==> src/rtl/icache_arbiter.sv <==
// icache_arbiter: arbitrates demand fetch and next-line prefetch onto a single i-cache read port,
// one transaction in flight, with flush abort/drain and prefetch anti-starvation.
module icache_arbiter #(
  parameter int XLEN       = 32,
  parameter int STARVE_MAX = 4
) (
  input  logic            clk_i,
  input  logic            rst_n_i,
  input  logic            flush_i,
  input  logic            fetch_req_i,
  input  logic [XLEN-1:0] fetch_addr_i,
  output logic            fetch_done_o,
  input  logic            pref_req_i,
  input  logic [XLEN-1:0] pref_addr_i,
  output logic            pref_done_o,
  output logic            cache_req_o,
  output logic [XLEN-1:0] cache_addr_o,
  input  logic            cache_ready_i,
  input  logic            cache_done_i
);
  typedef enum logic [1:0] {IDLE, REQ, WAIT, DRAIN} state_e;
  state_e          state_q, state_d;
  logic            req_q;
  logic [XLEN-1:0] addr_q, addr_d;
  logic            owner_q, owner_d;
  logic [3:0]      starve_q, starve_d;
  logic            grant_pref;
  assign cache_req_o  = req_q;
  assign cache_addr_o = addr_q;
  // owner_q: 0 = fetch, 1 = prefetch
  always_comb begin
    state_d      = state_q;
    addr_d       = addr_q;
    owner_d      = owner_q;
    starve_d     = starve_q;
    fetch_done_o = 1'b0;
    pref_done_o  = 1'b0;
    grant_pref   = pref_req_i && (!fetch_req_i || starve_q == 4'(STARVE_MAX));
    case (state_q)
      IDLE: if (!flush_i && (fetch_req_i || pref_req_i)) begin
        state_d  = REQ;
        owner_d  = grant_pref;
        addr_d   = grant_pref ? pref_addr_i : fetch_addr_i;
        starve_d = (grant_pref || !pref_req_i) ? 4'd0 :
                   (starve_q == 4'(STARVE_MAX)) ? starve_q : starve_q + 4'd1;
      end
      REQ: if (cache_ready_i) state_d = flush_i ? DRAIN : WAIT;
           else if (flush_i) state_d = IDLE;
      WAIT: if (cache_done_i) begin
        state_d      = IDLE;
        fetch_done_o = !flush_i && !owner_q;
        pref_done_o  = !flush_i && owner_q;
      end else if (flush_i) state_d = DRAIN;
      default: if (cache_done_i) state_d = IDLE;
    endcase
  end
  always_ff @(posedge clk_i or negedge rst_n_i) begin
    if (!rst_n_i) begin
      state_q  <= IDLE;
      req_q    <= 1'b0;
      addr_q   <= '0;
      owner_q  <= 1'b0;
      starve_q <= 4'd0;
    end else begin
      state_q  <= state_d;
      req_q    <= state_d == REQ;
      addr_q   <= addr_d;
      owner_q  <= owner_d;
      starve_q <= starve_d;
    end
  end
endmodule

==> config.mk <==
export PLATFORM = sky130hd
export DESIGN_NAME = icache_arbiter
export DESIGN_NICKNAME = d
export VERILOG_FILES = /design/src/rtl/icache_arbiter.sv
export SDC_FILE = /design/constraint.sdc
export NUM_CORES = 1
export LEC_CHECK = 0
export CORE_MARGIN = 2
export CORE_UTILIZATION = 41
export CTS_BUF_LIST = sky130_fd_sc_hd__clkbuf_16
export CTS_CLUSTER_DIAMETER = 50
export DETAILED_ROUTE_END_ITERATION = 16
export HOLD_SLACK_MARGIN = 0.15
export MAX_ROUTING_LAYER = met4
export PLACE_DENSITY_LB_ADDON = 0.08
export SLEW_MARGIN = 20
export SYNTH_ARGS = -nofsm -noshare
export SYNTH_HDL_FRONTEND = slang
export SYNTH_SLANG_ARGS = --single-unit
==> constraint.sdc <==
create_clock -name clk_i -period 3.15 [get_ports clk_i]
set_input_delay 0.7875 -clock clk_i [delete_from_list [all_inputs] [get_ports clk_i]]
set_output_delay 0.7875 -clock clk_i [all_outputs]
set_load 0.005 [all_outputs]
# Yosys cells after proc, flatten, opt, wreduce, memory -nomap -nowiden
# Index checks and enable logic that the tools add are counted.
# word_totals
word_cells,40
ff_bits,40
out_inout_bits,35
inputBits,71
# op_classes
mux,15
n_addsub,1
eq_ne,5
reduce_logical,14
# op_table
op,count
2-to-1 mux 32 bit,1
2-to-1 mux 2 bit,6
2-to-1 mux 4 bit,2
case mux 2 bit (3 select lines),1
2-to-1 mux 1 bit,5
"adder 4 x 1 -> 4 bit, second input constant",1
"== test 2 x 1 -> 1 bit, second input constant",2
"== test 4 x 3 -> 1 bit, second input constant",1
logical AND 1 bit,4
logical NOT 1 bit,4
logical OR 1 bit,3
AND reduction 3 bit,1
"== test 2 bit, second input constant",1
logical NOT 2 bit,1
"!= test 2 bit, second input constant",1
AND reduction 2 bit,1

# Longest topological paths before layout
# logic_depth
word_depth,6
depth_mapped,8

# Worst setup path before layout
# OpenSTA, ideal clock, no wires.
# synth_path
path_type,input-to-output
from,input flush_i
to,output fetch_done_o
path_stages,3
setup_slack_ns,1.244
t_arrival_ns,1.119
path_buffers,0
path_cell_list,nor2_2 nand3_1 nor2_1
# synth_between
elab_chain_len,4
# synth_rtl
element,line_no,source
from (decl),9,"input logic flush_i,"
logical NOT 1 bit,51,fetch_done_o = !flush_i && !owner_q;
logical AND 1 bit,51,
2-to-1 mux 1 bit,49,WAIT: if (cache_done_i) begin
2-to-1 mux 1 bit,39,case (state_q)
to (decl),12,"output logic fetch_done_o,"
# No other way between the ends.

# Final worst setup path
# layout_path
from,input flush_i
to,output pref_done_o
# layout_between
elab_chain_len,4
# layout_rtl
element,line_no,source
logical NOT 1 bit,52,pref_done_o = !flush_i && owner_q;
logical AND 1 bit,52,
2-to-1 mux 1 bit,49,
2-to-1 mux 1 bit,39,
to (decl),15,"output logic pref_done_o,"
# No other way between the ends.

==> reports/qor.csv <==
stage,metric,value,unit
run_status,status,completed,
cts,CTS tree,done,
place,port bufs,105,
cts,Num CTS Buffers,5,
sta,Final Critical Period,2.93,ns
sta,Fin. Hold Viols,0,
critical_path,Worst path max stage delay,0.51,ns
flow_run,Max Cap Viol,0,
critical_path,Required @ worst endpoint,2.36,ns
layout,diode count,0,
detailed_routing,# DRC,0,
cts,clk_lat worst skew,0.28,ns
synth,Yosys top cell area share,52.7,%
place,Final HPWL DP,4170,um
detailed_routing,Starting DRT DRC Count,91,
detailed_routing,DR vias/cell,5.09,
die,CORE AREA,4410,um2
cts,cts repair resizes,0,
global_route,gr ovfl total,0,
global_route,Tot GR Track Use,23.2,%
hold_path,worst min path class,reg2reg,
critical_path,slowest CP cell,clkdlybuf4s50_1,
place,DP Area,2980,um2
cts,Clock Sinks,40,
power,pwr dens,771,nW/um2
synth,mapped cell area,1900,um2
hold_path,Hold Path Origin,cache_addr_o[0],
critical_path,Reg-to-Reg Start,starve_q[0],
sta,slew at the pin with the worst max-slew slack,0.897,ns
synth,Post-Syn Nets,294,
synth,top post-synthesis cells by area,"dfrtp_1, a21oi_1, nor2_1",
synth,largest area contributor in the netlist,dfrtp_1,
critical_path,R2R Setup Slk,1.48,ns
die,die area,5200,um2
sta,setup violators final,0,
place,Final GP Congestion,0.841,
cts,clock-pin transition on the worst setup and hold timing paths,0.05,ns
synth,"Primary FF master, synth",dfrtp_1,
cts,CTS max path bufs,2,
synth,post-synthesis sequential area ratio,52.7,%
cts,Post-CTS Repair Setup Buffers,0,
synth,synth cell count leaders,"a21oi_1, dfrtp_1, nor2_1",
detailed_routing,final WL,5670,um
global_route,vias in the first global route,1909,
detailed_routing,Vias,1936,
detailed_routing,First-pass DRT Iterations,4,
critical_path,crit-path cells,clkdlybuf4s50_1 -> nor2_2 -> nand3_1 -> nor2_1 -> clkdlybuf4s50_1,
critical_path,most frequent CP cell,clkdlybuf4s50_1,
layout,Layout Cell Area excl Fill,3120,um2
die,Ports,106,
hold_path,Hold Path End,cache_addr_o[0],
die,die height,72.1,um
layout,# nets final,400,
sta,setup tns final,0,ns
critical_path,Worst setup EP type,primary output,
critical_path,CP Class,in2out,
critical_path,CP Buf/Inv Count,2,
sta,skew final,0.00621,ns
sta,max-slew violations,0,
critical_path,CP startpoint kind,primary input,
sta,fmax,0.341,GHz
cts,Hold Buf Count CTS,0,
critical_path,"critical path fanouts, max",4,
critical_path,worst r2r dst,cache_addr_o[20],
cts,H-tree Lvls,2,
power,leakage,1.29,nW
global_route,initial antenna violation count,0,
critical_path,CP top delay family,buffers and inverters,
power,VDD IR-drop max,530,uV
detailed_routing,DRT antenna net count,0,
global_route,largest net degree at the start of global routing,41,
critical_path,reg2reg path depth,7,
sta,relative slew slack,40.2,%
layout,area delta synth->final,64.3,%
layout,share of post-route cells with drive strength above 1,6.71,%
synth,Post-Syn Instances,221,
hold_path,worst hold stages,2,
detailed_routing,drt wl/cell,14.9,um
die,die width,72.1,um
sta,period utilization,93.0,%
synth,"count leader, synth",a21oi_1,
global_route,first-pass GRT wire length,9050,um
synth,Synth warnings,0,
synth,synthesized area per cell,8.60,um2
synth,"Async S/R FF share, synth",100,%
synth,Post-synth EDFFs,0,
synth,synth unique cells,27,
sta,RSZ-0062 raised after global routing,false,
cts,Root Buffer,clkbuf_16,
synth,flip-flop and latch count after synthesis,40,
die,Starting Density,43.1,%
critical_path,Worst EP arrival,2.14,ns
die,row count,24,
-- state kept, by name, summed over array words and instances, names as in the netlist --
| name | flops |
|---|---|
| state_q | 2 |
| cache_addr_o | 32 |
| starve_q | 4 |
| cache_req_o | 1 |
| owner_q | 1 |
-- worst reg2reg max path: stages (launching register included) --
cell,delay (ns)
dfrtp_1,0.36
inv_1,0.07
ha_1,0.22
and4b_1,0.20
nor2_2,0.20
buf_4,0.25
a21oi_1,0.09
a21oi_1,0.21
-- cell families after synthesis --
family,share of synthesized area [%]
simple gates,18.7
compound gates,20.4
flops,52.7
mux,0.592
xor+xnor,0.461
buf+inv,5.86
fa+ha+maj,1.32
-- worst max path at each step --
stage,start,to,depth (start not counted)
after floorplan,flush_i,fetch_done_o,3
after global placement,flush_i,fetch_done_o,5
after detailed placement,flush_i,pref_done_o,5
after CTS,flush_i,pref_done_o,5
after global routing,flush_i,fetch_done_o,5
final,flush_i,pref_done_o,5
-- cells in the final DEF (no fill, tap or decap), types with 3 or more instances in the layout --
cell type        netlist  routed
buf_4                  1       9
nand3_1                6       6
a21oi_1               64      64
dfrtp_1               40      40
nor2_1                36      36
inv_1                  3       3
nand2_1               34      34
clkdlybuf4s50_1        0     104
clkbuf_16              0       5
-- final cells by class --
| cell class | count | area (um2) |
|---|---|---|
| multi-input combinational | 162 | 788 |
| clock buffer | 5 | 125 |
| fill | 392 | 1290 |
| clock inverter | 3 | 13.8 |
| inverter | 4 | 15.0 |
| tap | 52 | 65.1 |
| timing repair buffer | 114 | 1110 |
| sequential | 40 | 1000 |
-- per-layer routing --
| metal | vias up | part of all wire (%) | GRT usage, % |
|---|---|---|---|
| met1 | 887 | 43 | 28.6 |
| met4 | 0 | 1.4 | 6.08 |
| li1 | 952 | - | - |
| met2 | 86 | 48 | 37.4 |
| met3 | 11 | 7.6 | 6.94 |
| met5 | - | 0 | - |
-- stage by stage --
stage               power, mW  cells  util, %  setup WS [ns]  hold WS (ns)
detailed placement       1.95    372     67.6          0.217         0.519
global route             2.59    380     70.7         0.0910         0.542
CTS                      2.44    380     70.7          0.215         0.529
global placement         1.91    372     67.6          0.249         0.511
finish                   2.41    380     70.7          0.220         0.523
floorplan                1.30    221        -           1.24         0.492
-- where the power goes --
part / leakage (nW) / internal, mW / switching [mW]
clock network: 0.0710 / 0.287 / 0.186
registers: 0.462 / 0.755 / 0.136
logic: 0.755 / 0.617 / 0.426
total: 1.29 / 1.66 / 0.749
Note: power is estimated with default switching activity, not from simulation.
